### src/rtl/serial_add64_pkg.sv
// Shared constants, FSM state encoding and the result bundle for the 64-bit slice-serial adder.
// Latency: n/a (declarations only).
// Backpressure: n/a (declarations only).
package serial_add64_pkg;

  localparam int SLICE_W = 16;
  localparam int NSLICE  = 4;
  localparam int DATA_W  = SLICE_W * NSLICE;
  localparam int IDX_W   = $clog2(NSLICE);

  typedef enum logic [1:0] {
    IDLE = 2'd0,
    RUN  = 2'd1,
    DONE = 2'd2
  } state_t;

  // Registered result presented while out_valid is high.
  typedef struct packed {
    logic [DATA_W-1:0] sum;
    logic              cout;
    logic              ovf;
  } res_t;

endpackage

### src/rtl/serial_add64_if.sv
// Operand/result handshake bundle for serial_add64.
// Latency: n/a (wires only).
// Backpressure: in_valid/in_ready on the operand side, out_valid/out_ready on the result side.
// Ports: master drives a, b, cin, in_valid, out_ready; slave drives in_ready, sum, cout, ovf, out_valid.
interface serial_add64_if;
  import serial_add64_pkg::*;

  logic              in_valid;
  logic              in_ready;
  logic [DATA_W-1:0] a;
  logic [DATA_W-1:0] b;
  logic              cin;
  logic              out_valid;
  logic              out_ready;
  logic [DATA_W-1:0] sum;
  logic              cout;
  logic              ovf;

  modport master (
    output in_valid, a, b, cin, out_ready,
    input  in_ready, out_valid, sum, cout, ovf
  );

  modport slave (
    input  in_valid, a, b, cin, out_ready,
    output in_ready, out_valid, sum, cout, ovf
  );

endinterface

### src/rtl/serial_add64_cla16.sv
// 16-bit carry-lookahead slice: sum plus group propagate/generate for an external carry chain.
// Latency: purely combinational.
// Backpressure: none (no handshake).
// Ports: a, b operand slices; c carry-in; r slice sum; p group propagate; g group generate.
module serial_add64_cla16
  import serial_add64_pkg::*;
(
  input  logic [SLICE_W-1:0] a,
  input  logic [SLICE_W-1:0] b,
  input  logic               c,
  output logic [SLICE_W-1:0] r,
  output logic               p,
  output logic               g
);

  localparam int GRP = SLICE_W / 4;

  logic [SLICE_W-1:0] bp;
  logic [SLICE_W-1:0] bg;
  logic [SLICE_W-1:0] ci;
  logic [GRP-1:0]     gp;
  logic [GRP-1:0]     gg;
  logic               t_g;
  logic               t_c;
  logic               b_c;
  logic               t_pg;

  // Two-level lookahead: 4-bit groups form their own P/G, group carries
  // come from the group terms, bits inside a group ripple from the group carry.
  // Running scalars keep each stage free of self-referencing vectors.
  always_comb begin
    bp   = a ^ b;
    bg   = a & b;
    ci   = '0;
    gp   = '0;
    gg   = '0;
    t_g  = 1'b0;
    t_c  = c;
    b_c  = 1'b0;
    t_pg = 1'b0;

    for (int k = 0; k < GRP; k++) begin
      gp[k] = &bp[4*k +: 4];
      t_g   = 1'b0;
      for (int j = 0; j < 4; j++) begin
        t_g = bg[4*k+j] | (bp[4*k+j] & t_g);
      end
      gg[k] = t_g;
    end

    for (int k = 0; k < GRP; k++) begin
      b_c = t_c;
      for (int j = 0; j < 4; j++) begin
        ci[4*k+j] = b_c;
        b_c       = bg[4*k+j] | (bp[4*k+j] & b_c);
      end
      t_c = gg[k] | (gp[k] & t_c);
    end

    for (int k = 0; k < GRP; k++) begin
      t_pg = gg[k] | (gp[k] & t_pg);
    end
  end

  assign r = bp ^ ci;
  assign p = &gp;
  assign g = t_pg;

endmodule

### src/rtl/serial_add64.sv
// 64-bit adder computed one 16-bit slice per cycle through a single shared CLA slice.
// Latency: result valid 4 cycles after acceptance; one add per 6 cycles at best.
// Backpressure: result held in DONE until out_ready; operands refused (in_ready=0) outside IDLE.
// Ports: clk, rst (sync, active-high); bus = serial_add64_if.slave (operands in, result out).
module serial_add64
  import serial_add64_pkg::*;
(
  input  logic          clk,
  input  logic          rst,
  serial_add64_if.slave bus
);

  localparam int BASE_W = $clog2(DATA_W);

  state_t              state_q;
  state_t              state_n;
  logic [DATA_W-1:0]   a_q;
  logic [DATA_W-1:0]   b_q;
  logic [IDX_W-1:0]    idx_q;
  logic                carry_q;
  res_t                res_q;

  logic                accept;
  logic                step;
  logic                last_slice;
  logic                in_ready;
  logic                out_valid;
  logic [BASE_W-1:0]   base;
  logic [SLICE_W-1:0]  op_a;
  logic [SLICE_W-1:0]  op_b;
  logic [SLICE_W-1:0]  slice_r;
  logic                slice_p;
  logic                slice_g;
  logic                slice_c;

  // Slice select driven straight from the index register.
  assign base       = BASE_W'(idx_q) * BASE_W'(SLICE_W);
  assign op_a       = a_q[base +: SLICE_W];
  assign op_b       = b_q[base +: SLICE_W];
  assign last_slice = (idx_q == IDX_W'(NSLICE - 1));

  serial_add64_cla16 u_cla (
    .a (op_a),
    .b (op_b),
    .c (carry_q),
    .r (slice_r),
    .p (slice_p),
    .g (slice_g)
  );

  assign slice_c = slice_g | (slice_p & carry_q);

  always_ff @(posedge clk) begin
    if (rst) begin
      state_q <= IDLE;
    end else begin
      state_q <= state_n;
    end
  end

  always_comb begin
    state_n   = state_q;
    in_ready  = 1'b0;
    out_valid = 1'b0;
    accept    = 1'b0;
    step      = 1'b0;
    case (state_q)
      IDLE: begin
        in_ready = 1'b1;
        if (bus.in_valid) begin
          accept  = 1'b1;
          state_n = RUN;
        end
      end
      RUN: begin
        step = 1'b1;
        if (last_slice) begin
          state_n = DONE;
        end
      end
      DONE: begin
        out_valid = 1'b1;
        if (bus.out_ready) begin
          state_n = IDLE;
        end
      end
      default: state_n = IDLE;
    endcase
  end

  always_ff @(posedge clk) begin
    if (rst) begin
      a_q     <= '0;
      b_q     <= '0;
      idx_q   <= '0;
      carry_q <= 1'b0;
      res_q   <= '0;
    end else begin
      if (accept) begin
        a_q     <= bus.a;
        b_q     <= bus.b;
        carry_q <= bus.cin;
        idx_q   <= '0;
      end
      if (step) begin
        res_q.sum[base +: SLICE_W] <= slice_r;
        carry_q                    <= slice_c;
        idx_q                      <= idx_q + 1'b1;
        if (last_slice) begin
          res_q.cout <= slice_c;
          // Carry into bit 63 is recovered from the sum bit: a^b^c = r.
          res_q.ovf  <= op_a[SLICE_W-1] ^ op_b[SLICE_W-1] ^ slice_r[SLICE_W-1] ^ slice_c;
        end
      end
    end
  end

  assign bus.in_ready  = in_ready;
  assign bus.out_valid = out_valid;
  assign bus.sum       = res_q.sum;
  assign bus.cout      = res_q.cout;
  assign bus.ovf       = res_q.ovf;

endmodule

### src/flat_wrapper.sv
// flat-port wrapper written by rule: the top's interface ports become plain ports
module serial_add64_flat import serial_add64_pkg::*;
  (clk, rst, bus_in_valid, bus_a, bus_b, bus_cin, bus_out_ready, bus_in_ready, bus_out_valid, bus_sum, bus_cout, bus_ovf);
  serial_add64_if bus_i ();
  input  logic clk;
  input  logic rst;
  input wire logic [$bits(bus_i.in_valid)-1:0] bus_in_valid;
  input wire logic [$bits(bus_i.a)-1:0] bus_a;
  input wire logic [$bits(bus_i.b)-1:0] bus_b;
  input wire logic [$bits(bus_i.cin)-1:0] bus_cin;
  input wire logic [$bits(bus_i.out_ready)-1:0] bus_out_ready;
  output wire logic [$bits(bus_i.in_ready)-1:0] bus_in_ready;
  output wire logic [$bits(bus_i.out_valid)-1:0] bus_out_valid;
  output wire logic [$bits(bus_i.sum)-1:0] bus_sum;
  output wire logic [$bits(bus_i.cout)-1:0] bus_cout;
  output wire logic [$bits(bus_i.ovf)-1:0] bus_ovf;
  assign bus_i.in_valid = bus_in_valid;
  assign bus_i.a = bus_a;
  assign bus_i.b = bus_b;
  assign bus_i.cin = bus_cin;
  assign bus_i.out_ready = bus_out_ready;
  assign bus_in_ready = bus_i.in_ready;
  assign bus_out_valid = bus_i.out_valid;
  assign bus_sum = bus_i.sum;
  assign bus_cout = bus_i.cout;
  assign bus_ovf = bus_i.ovf;
  serial_add64 u_core (.clk(clk), .rst(rst), .bus(bus_i));
endmodule
### config.mk
export PLATFORM = sky130hd
export DESIGN_NAME = serial_add64_flat
export DESIGN_NICKNAME = d
export VERILOG_FILES = /design/src/rtl/serial_add64_pkg.sv /design/src/rtl/serial_add64_if.sv /design/src/rtl/serial_add64_cla16.sv /design/src/rtl/serial_add64.sv /design/src/flat_wrapper.sv
export SDC_FILE = /design/constraint.sdc
export NUM_CORES = 1
export LEC_CHECK = 0
export ABC_AREA = 1
export BUFFER_PORTS_ARGS = -buffer_cell sky130_fd_sc_hd__buf_2
export CAP_MARGIN = 15
export CORE_MARGIN = 4
export CORE_UTILIZATION = 54
export DETAILED_ROUTE_END_ITERATION = 16
export GPL_ROUTABILITY_DRIVEN = 0
export MAX_ROUTING_LAYER = met4
export PLACE_DENSITY = 0.9
export SYNTH_ARGS = -nofsm -noshare
export SYNTH_HDL_FRONTEND = slang
export SYNTH_SLANG_ARGS = --single-unit
### constraint.sdc
create_clock -name clk -period 4.4 [get_ports clk]
set_input_delay 0.44 -clock clk [delete_from_list [all_inputs] [get_ports clk]]
set_output_delay 0.44 -clock clk [all_outputs]
set_load 0.005 [all_outputs]
==> key figures, run 1 <==
Pwr
  • Leak: 4.595 nW
  • Clock power frac: ~37%
  • P_sw: 1.263 mW
  • VDD IR max: 0.3139 mV
  • Sw Share: about 29%
  • Internal: 3.164 mW
  • Total Power: 4.427 mW
  • Sequential share of power: 45.1%
  • Logic pwr share: 18.4%
  • Power per cell area: ~430 nW/µm²

Yosys
  • Post-Syn Area per Cell: around 7.5 µm²
  • Post-Syn Nets: 1333
  • Post-synthesis sequential area ratio: 45.83%
  • Mapped Area: around 8700 µm²
  • #FFs+latches synth: 199
  • Netlist cell types: 29
  • Post-synthesis instance total: 1166
  • Yosys synthesis warning count: 0

Floorplan
  • Cell row count: 46
  • Die W: 134.9 µm
  • Core area: approximately 16000 µm²
  • Die area: about 18000 µm²
  • I/O pin total: 201
  • Starting Density: 54.92%
  • Chip height: 134.9 µm

Layout
  • Commonest non-fill, non-tap cells in the layout: 322 x nor2_1, 200 x buf_2, 198 x dfxtp_1
  • Area Growth Syn to Fin: 19.19%
  • Final nets: approximately 1500
  • Commonest non-fill, non-tap cell in the layout: nor2_1
  • Filler cells: 1318
  • Area occupied by multi-input gates: approximately 4200 µm²
  • Cell area after layout: ~10000 µm²
  • Share of cells above drive strength 1: ~19%
  • Reg area: about 4000 µm²
  • ANT cells: 0

Global route
  • Final global-route overflow total: 0
  • Number of global-route vias before repair: 7782
  • GRT Util Overall: 26.66%
  • Global-route wire length before repair: 37560 µm
  • Initial antenna violation count: 0
  • Largest net degree at the start of global routing: 131

Timing
  • Period minus WS final: 4.042 ns
  • Max Freq: approximately 250 MHz
  • Final Max Tran Viols: 0
  • Final number of hold-violating endpoints: 0
  • Hold Worst Slack: 0.2577 ns
  • Setup TNS: 0 ns
  • Slew margin rel.: 39.88%
  • Final period utilization: about 90%
  • RSZ-0062 raised after global routing: false
  • Worst Tran Pin Value: 0.8950 ns
  • Setup-failing EPs final: 0
  • Layout Skew: 0.01073 ns

Critical path
  • Startpoint class of the critical path: flop
  • RR Endpoint: u_core.bus.sum[31]
  • Worst path slowest cell: fa_1
  • RR Startpoint: u_core.idx_q[0]
  • Max incr delay on CP: 0.43 ns
  • Crit path max-delay family: adder cells
  • Setup Crit Path Kind: reg2reg
  • Most frequent CP cell: nand2_1
  • Reg2Reg Setup Slack: between 0.3 and 0.4 ns
  • Worst r2r path cells: 21
  • Worst path arrival time: 4.40 ns
  • CP Max Fanout: just under 70
  • Worst Path Required: between 4 and 5 ns
  • Crit end category: flop
  • Crit-path cells: buf_12, a21oi_1, a32oi_1, ha_1, nand2_1, nor2_1, nand2_1, nand3_1, nand2_1, nand2_1, nand2_1, nand2_1, inv_1, fa_1, fa_1, fa_1, xnor2_1, nand2_1, nor2_1, nand2_1, a21oi_1
  • Buf/Inv on CP: 2

Route
  • Routed wire length: 23960 µm
  • Antenna Nets Post-Route: 0
  • Drt via density: 5.494
  • DR pass1 iterations: 5
  • Post-route DRC: 0
  • Routed len/inst: about 16 µm
  • Iter 0 DRT Violations: 801
  • Routed vias: 8467

Clock tree
  • CTS tree: done
  • CTS Hold Bufs: 0
  • Clock Latency Late Sink: roughly 0.43 ns
  • CTS Sinks: approximately 200
  • H-tree depth: 4
  • Total CTS buffers: 17
  • Clock-pin slew on the worst setup and hold paths: 0.07 ns
  • Clock tree buffer depth: 2
  • Root Buffer: clkbuf_16

Place
  • Post-DP Area: slightly below 10000 µm²
  • PortBufs: 200
  • DP HPWL: 17380 µm

Min path
  • Min-delay worst type: in2reg
  • Hold Path Depth: 3
  • Hold Startpoint: bus_b[25]
  • Hold endpoint: u_core.b_q[25]

Run
  • # Max-Cap Violations: 0

Outcome
  • Status: finished clean
flip-flops by register name (all words and copies together), names as in the netlist:
name and count:
u_core.bus.ovf 1, u_core.b_q 64, u_core.idx_q 2, u_core.a_q 64
u_core.bus.cout 1, u_core.bus.sum 64, u_core.carry_q 1, u_core.state_q 2
cell families after synthesis:
family                   after synthesis  share of synthesized area, %
adder cells (fa/ha/maj)               34                         5.931
flip-flops                           199                         45.83
AND/OR/NAND/NOR                      506                         22.74
AO/OA/AOI/OAI                        283                         18.68
buffers and inverters                140                         6.406
XOR/XNOR                               4                        0.4031
final cells by class:
cell class	instances	share of cell area, %
Tap cell	216	2.609
Sequential cell	199	38.47
Multi-Input combinational cell	827	40.15
Timing Repair Buffer	211	10.70
Clock buffer	18	4.239
Clock inverter	12	1.691
Inverter	58	2.150
stage by stage:
stage	worst slack (ns)	cells	utilization, %
after CTS	0.3990	1541	65.44
after global placement	0.5634	1511	61.56
after global routing	0.03558	1541	65.45
final	0.3580	1541	65.45
after floorplan	0.6734	1166	-
after detailed placement	0.3998	1511	61.56
routing by layer:
layer | global-route usage [%] | part of all wire, %
met3 | 4.732 | 7.5
met4 | 10.92 | 3.5
met1 | 32.45 | 40
met2 | 44.00 | 48
met5 | - | 0
power by group through the flow:
stage               sequential, mW  clock (mW)  combinational (mW)
floorplan                     2.01           0               0.536
global placement              2.03           0               0.767
detailed placement            2.03           0               0.795
CTS                           1.99        1.63               0.803
global route                  2.00        1.71               0.909
finish                        2.00        1.62               0.816
timing repair:
item,4_1_cts,5_1_grt
endpoints found under the setup margin,0,1
setup buffers,0,0
gates resized for setup,0,2
synth_stat cells:
cell / instances / area share (%)
nor2_1: 322 / 14
dfxtp_1: 199 / 46
nand2_1: 153 / 6.6
o21ai_0: 149 / 8.6
a21oi_1: 63 / 3.6
inv_1: 55 / 2.4
clkbuf_1: 54 / 2.3
a32oi_1: 33 / 3.3
a22oi_1: 23 / 2.0
ha_1: 22 / 3.2
buf_2: 19 / 1.1
nor3_1: 14 / 0.81
fa_1: 12 / 2.8
nand3_1: 10 / 0.58
o22ai_1: 10 / 0.72
buf_1: 8 / 0.35
inv_2: 3 / 0.13
xor2_1: 3 / 0.30
nand2_2: 2 / 0.14
nor2_4: 2 / 0.26
o21bai_1: 2 / 0.17
a211oi_1: 1 / 0.086
a22o_1: 1 / 0.10
buf_6: 1 / 0.13
nand2_4: 1 / 0.13
nor2_2: 1 / 0.072
nor4_4: 1 / 0.24
o21a_1: 1 / 0.086
xnor2_1: 1 / 0.10
how the worst max path moves through the flow:
stage                     cells past startpoint            start                 end  slack (ns)
after floorplan                              23  u_core.idx_q[0]  u_core.bus.sum[31]        0.67
after global placement                       20  u_core.idx_q[0]  u_core.bus.sum[31]        0.56
after detailed placement                     20  u_core.idx_q[0]  u_core.bus.sum[31]        0.40
after CTS                                    20  u_core.idx_q[0]  u_core.bus.sum[31]        0.40
after global routing                         22  u_core.idx_q[1]  u_core.bus.sum[31]        0.04
final                                        21  u_core.idx_q[0]  u_core.bus.sum[31]        0.36
tightest hold or removal path: cells and delay by family:
kind	cells	cell delay, ns
simple gates	1	0.07
compound gates	1	0.07
buf+inv	1	0.08
Note: power is estimated with default switching activity, not from simulation.
==> inputs of run 2 (changes only) <==
CAP_MARGIN = 20   (was 15)
CORE_UTILIZATION = 49   (was 54)
PLACE_DENSITY = 0.87   (was 0.9)
clock period = 3.6 ns   (was 4.4 ns; I/O delays follow)
==> run 2 against run 1 <==
- largest power group unchanged
- sequential share of layout area down 1.9 points
- sequential power grew 22%
- utilization decreased by 2.7 points
- the flow now finishes with violations (setup timing)
- first-iteration DRC count increased by 2.4%
- non-clock buffer count up 34
- combinational power is 43% higher
- wire length is 5.2% higher
- maximum frequency up 8.9%
==> key figures, run 2 (synthesized netlist as in run 1, its figures left out) <==
Place
  • DP HPWL: 17800 µm (was 17380 µm)
  • Post-DP Area: 9977 µm² (was 9743 µm²)
  • PortBufs: 200 (unchanged)
  • DP Worst Slack: -0.1674 ns (was 0.3998 ns)

Timing
  • Setup-failing EPs final: 5 (was 0)
  • RSZ-0062 raised after global routing: true (was false)
  • Setup TNS: -0.3890 ns (was 0 ns)
  • Period minus WS final: 3.711 ns (was 4.042 ns)
  • Final number of hold-violating endpoints: 0 (unchanged)
  • Worst Tran Pin Value: 0.9461 ns (was 0.8950 ns)
  • Final Max Tran Viols: 0 (unchanged)
  • Final period utilization: 103.1% (was 91.86%)
  • Max Freq: 269.5 MHz (was 247.4 MHz)
  • Slew margin rel.: 36.93% (was 39.88%)
  • Worst setup slack after layout: -0.1112 ns (was 0.3580 ns)
  • Layout Skew: 0.01043 ns (was 0.01073 ns)

Critical path
  • Setup Crit Path Kind: reg2reg (unchanged)
  • Most frequent CP cell: nand2_1 (unchanged)
  • CP startpoint: u_core.idx_q[0] (unchanged)
  • Startpoint class of the critical path: flop (unchanged)
  • Worst path arrival time: 4.07 ns (was 4.40 ns)
  • Worst r2r path cells: 21 (unchanged)
  • Crit-path cells: inv_8, buf_12, buf_6, nand2_1, a32oi_4, ha_1, nand3_1, nand2_1, a21oi_1, nand2_2, nand2_2, nand2_2, inv_2, fa_2, fa_2, fa_2, xnor2_2, nand2_1, nor2_2, nand2_1, a21oi_2 (was buf_12, a21oi_1, a32oi_1, ha_1, nand2_1, nor2_1, nand2_1, nand3_1, nand2_1, nand2_1, nand2_1, nand2_1, inv_1, fa_1, fa_1, fa_1, xnor2_1, nand2_1, nor2_1, nand2_1, a21oi_1)
  • Stages on worst setup path: 21 (unchanged)
  • Max incr delay on CP: 0.40 ns (was 0.43 ns)
  • Crit path max-delay family: adder cells (unchanged)
  • Crit end category: flop (unchanged)
  • Buf/Inv on CP: 4 (was 2)
  • Worst path slowest cell: dfxtp_4 (was fa_1)
  • RR Startpoint: u_core.idx_q[0] (unchanged)
  • CP Max Fanout: 8 (was 68)
  • Worst Path Required: 3.96 ns (was 4.76 ns)

Layout
  • Cell area after layout: 10900 µm² (was 10360 µm²)
  • Commonest non-fill, non-tap cell in the layout: nor2_1 (unchanged)
  • Largest registers: u_core.a_q (64), u_core.b_q (64), u_core.bus.sum (64) (unchanged)
  • Commonest non-fill, non-tap cells in the layout: 319 x nor2_1, 200 x buf_2, 197 x dfxtp_1 (was 322 x nor2_1, 200 x buf_2, 198 x dfxtp_1)
  • Final nets: 1515 (was 1481)
  • Area Growth Syn to Fin: 25.35% (was 19.19%)
  • Filler cells: 1441 (was 1318)
  • Share of cells above drive strength 1: 24.54% (was 19.32%)

Pwr
  • Power per cell area: 497.4 nW/µm² (was 427.4 nW/µm²)
  • Leak: 4.791 nW (was 4.595 nW)
  • Total Power: 5.419 mW (was 4.427 mW)
  • Internal: 3.793 mW (was 3.164 mW)
  • VDD IR max: 0.3939 mV (was 0.3139 mV)
  • Logic pwr share: 21.6% (was 18.4%)
  • Sequential share of power: 45.1% (about the same)
  • P_sw: 1.627 mW (was 1.263 mW)
  • Sw Share: 30.02% (was 28.54%)
  • Clock power frac: 33.4% (was 36.5%)

Route
  • Met2 wire len: 11830 µm (was 11610 µm)
  • Iter 0 DRT Violations: 820 (was 801)
  • Post-route DRC: 0 (unchanged)
  • Drt via density: 5.404 (was 5.494)
  • Routed vias: 8576 (was 8467)
  • DR pass1 iterations: 5 (unchanged)
  • WL met1: 10450 µm (was 9699 µm)
  • Metal3 WL: 2019 µm (was 1807 µm)
  • Routed wire length: 25190 µm (was 23960 µm)
  • Highest routing layer actually used: met4 (unchanged)
  • Antenna Nets Post-Route: 0 (unchanged)
  • Routed len/inst: 15.87 µm (was 15.55 µm)

Outcome
  • Failing checks: setup timing
  • Status: finished with violations (was finished clean)

Floorplan
  • Core area: 17360 µm² (was 15830 µm²)
  • I/O pin total: 201 (unchanged)
  • Starting Density: 50.08% (was 54.92%)
  • Die W: 141.2 µm (was 134.9 µm)
  • Cell row count: 48 (was 46)
  • Die area: 19930 µm² (was 18190 µm²)
  • Chip height: 141.2 µm (was 134.9 µm)

Run
  • # Max-Cap Violations: 0 (unchanged)

Clock tree
  • Total CTS buffers: 17 (unchanged)
  • Root Buffer: clkbuf_16 (unchanged)
  • Clock-pin slew on the worst setup and hold paths: 0.07 ns (about the same)
  • Clock tree buffer depth: 2 (unchanged)
  • Clock Latency Late Sink: 0.44 ns (was 0.43 ns)
  • CTS Hold Bufs: 0 (unchanged)
  • H-tree depth: 4 (unchanged)
  • CTS tree: done (unchanged)
  • CTS Sinks: 199 (unchanged)

Global route
  • GRT Util Overall: 24.66% (was 26.66%)
  • Largest net degree at the start of global routing: 131 (unchanged)
  • Initial antenna violation count: 1 (was 0)
  • Number of global-route vias before repair: 7824 (was 7782)
  • Final global-route overflow total: 0 (unchanged)
  • Global-route wire length before repair: 38320 µm (was 37560 µm)

Min path
  • Min-delay worst type: in2reg (unchanged)
  • Hold Path Depth: 3 (unchanged)
  • Hold Startpoint: bus_a[20] (was bus_b[25])
run 2: worst register-to-register path, stage by stage (launching register included):
cell and delay, ns:
dfxtp_4 0.40, inv_8 0.10, buf_12 0.13, buf_6 0.13
nand2_1 0.09, a32oi_4 0.26, ha_1 0.20, nand3_1 0.10
nand2_1 0.10, a21oi_1 0.10, nand2_2 0.09, nand2_2 0.06
nand2_2 0.07, inv_2 0.04, fa_2 0.37, fa_2 0.39
fa_2 0.40, xnor2_2 0.15, nand2_1 0.08, nor2_2 0.14
nand2_1 0.09, a21oi_2 0.15
run 2: layout make-up:
class	count	area [µm²]	share of cell area, %
antenna	1	2.502	0.02297
inverter	58	232.7	2.136
multi-input combinational	827	4389	40.28
sequential	199	3989	36.61
clock inverter	10	96.34	0.8842
tap	225	281.5	2.584
clock buffer	22	454.2	4.169
timing repair buffer	245	1450	13.31
run 2: repair_timing:
item / CTS / global route
pin swaps: 2 / 29
gates cloned: 0 / 1
setup endpoints to repair: 14 / 24
buffers inserted: 0 / 7
gates resized for setup: 15 / 65
run 2: through the flow:
stage          instances  utilization, %  hold WS [ns]
2_1_floorplan       1166               -        0.4495
3_3_place_gp        1548           57.48        0.4497
3_5_place_dp        1548           57.48        0.4546
4_1_cts             1580           60.99        0.1676
5_1_grt             1587           62.77        0.1758
6_report            1587           62.77        0.1706
run 2: final timing paths:
check | end | slack [ns]
setup / recovery | u_core.bus.sum[63] | -0.11
hold / removal | u_core.a_q[20] | 0.17
setup reg to reg | u_core.bus.sum[63] | -0.11
hold reg to reg | u_core.bus.sum[14] | 0.46
run 2: per-layer routing:
metal / GRT usage, % / up-vias
met4: 10.71 / 0
met3: 4.953 / 69
li1: - / 4195
met2: 38.30 / 407
met1: 31.30 / 3905
met5: - / -
run 2: power by group through the flow:
stage / Sequential, mW / Clock, mW / Combinational, mW
6_report: 2.44 / 1.81 / 1.17
5_1_grt: 2.45 / 1.92 / 1.29
4_1_cts: 2.43 / 1.81 / 1.06
3_5_place_dp: 2.48 / 0 / 1.04
3_3_place_gp: 2.48 / 0 / 1.01
2_1_floorplan: 2.45 / 0 / 0.657
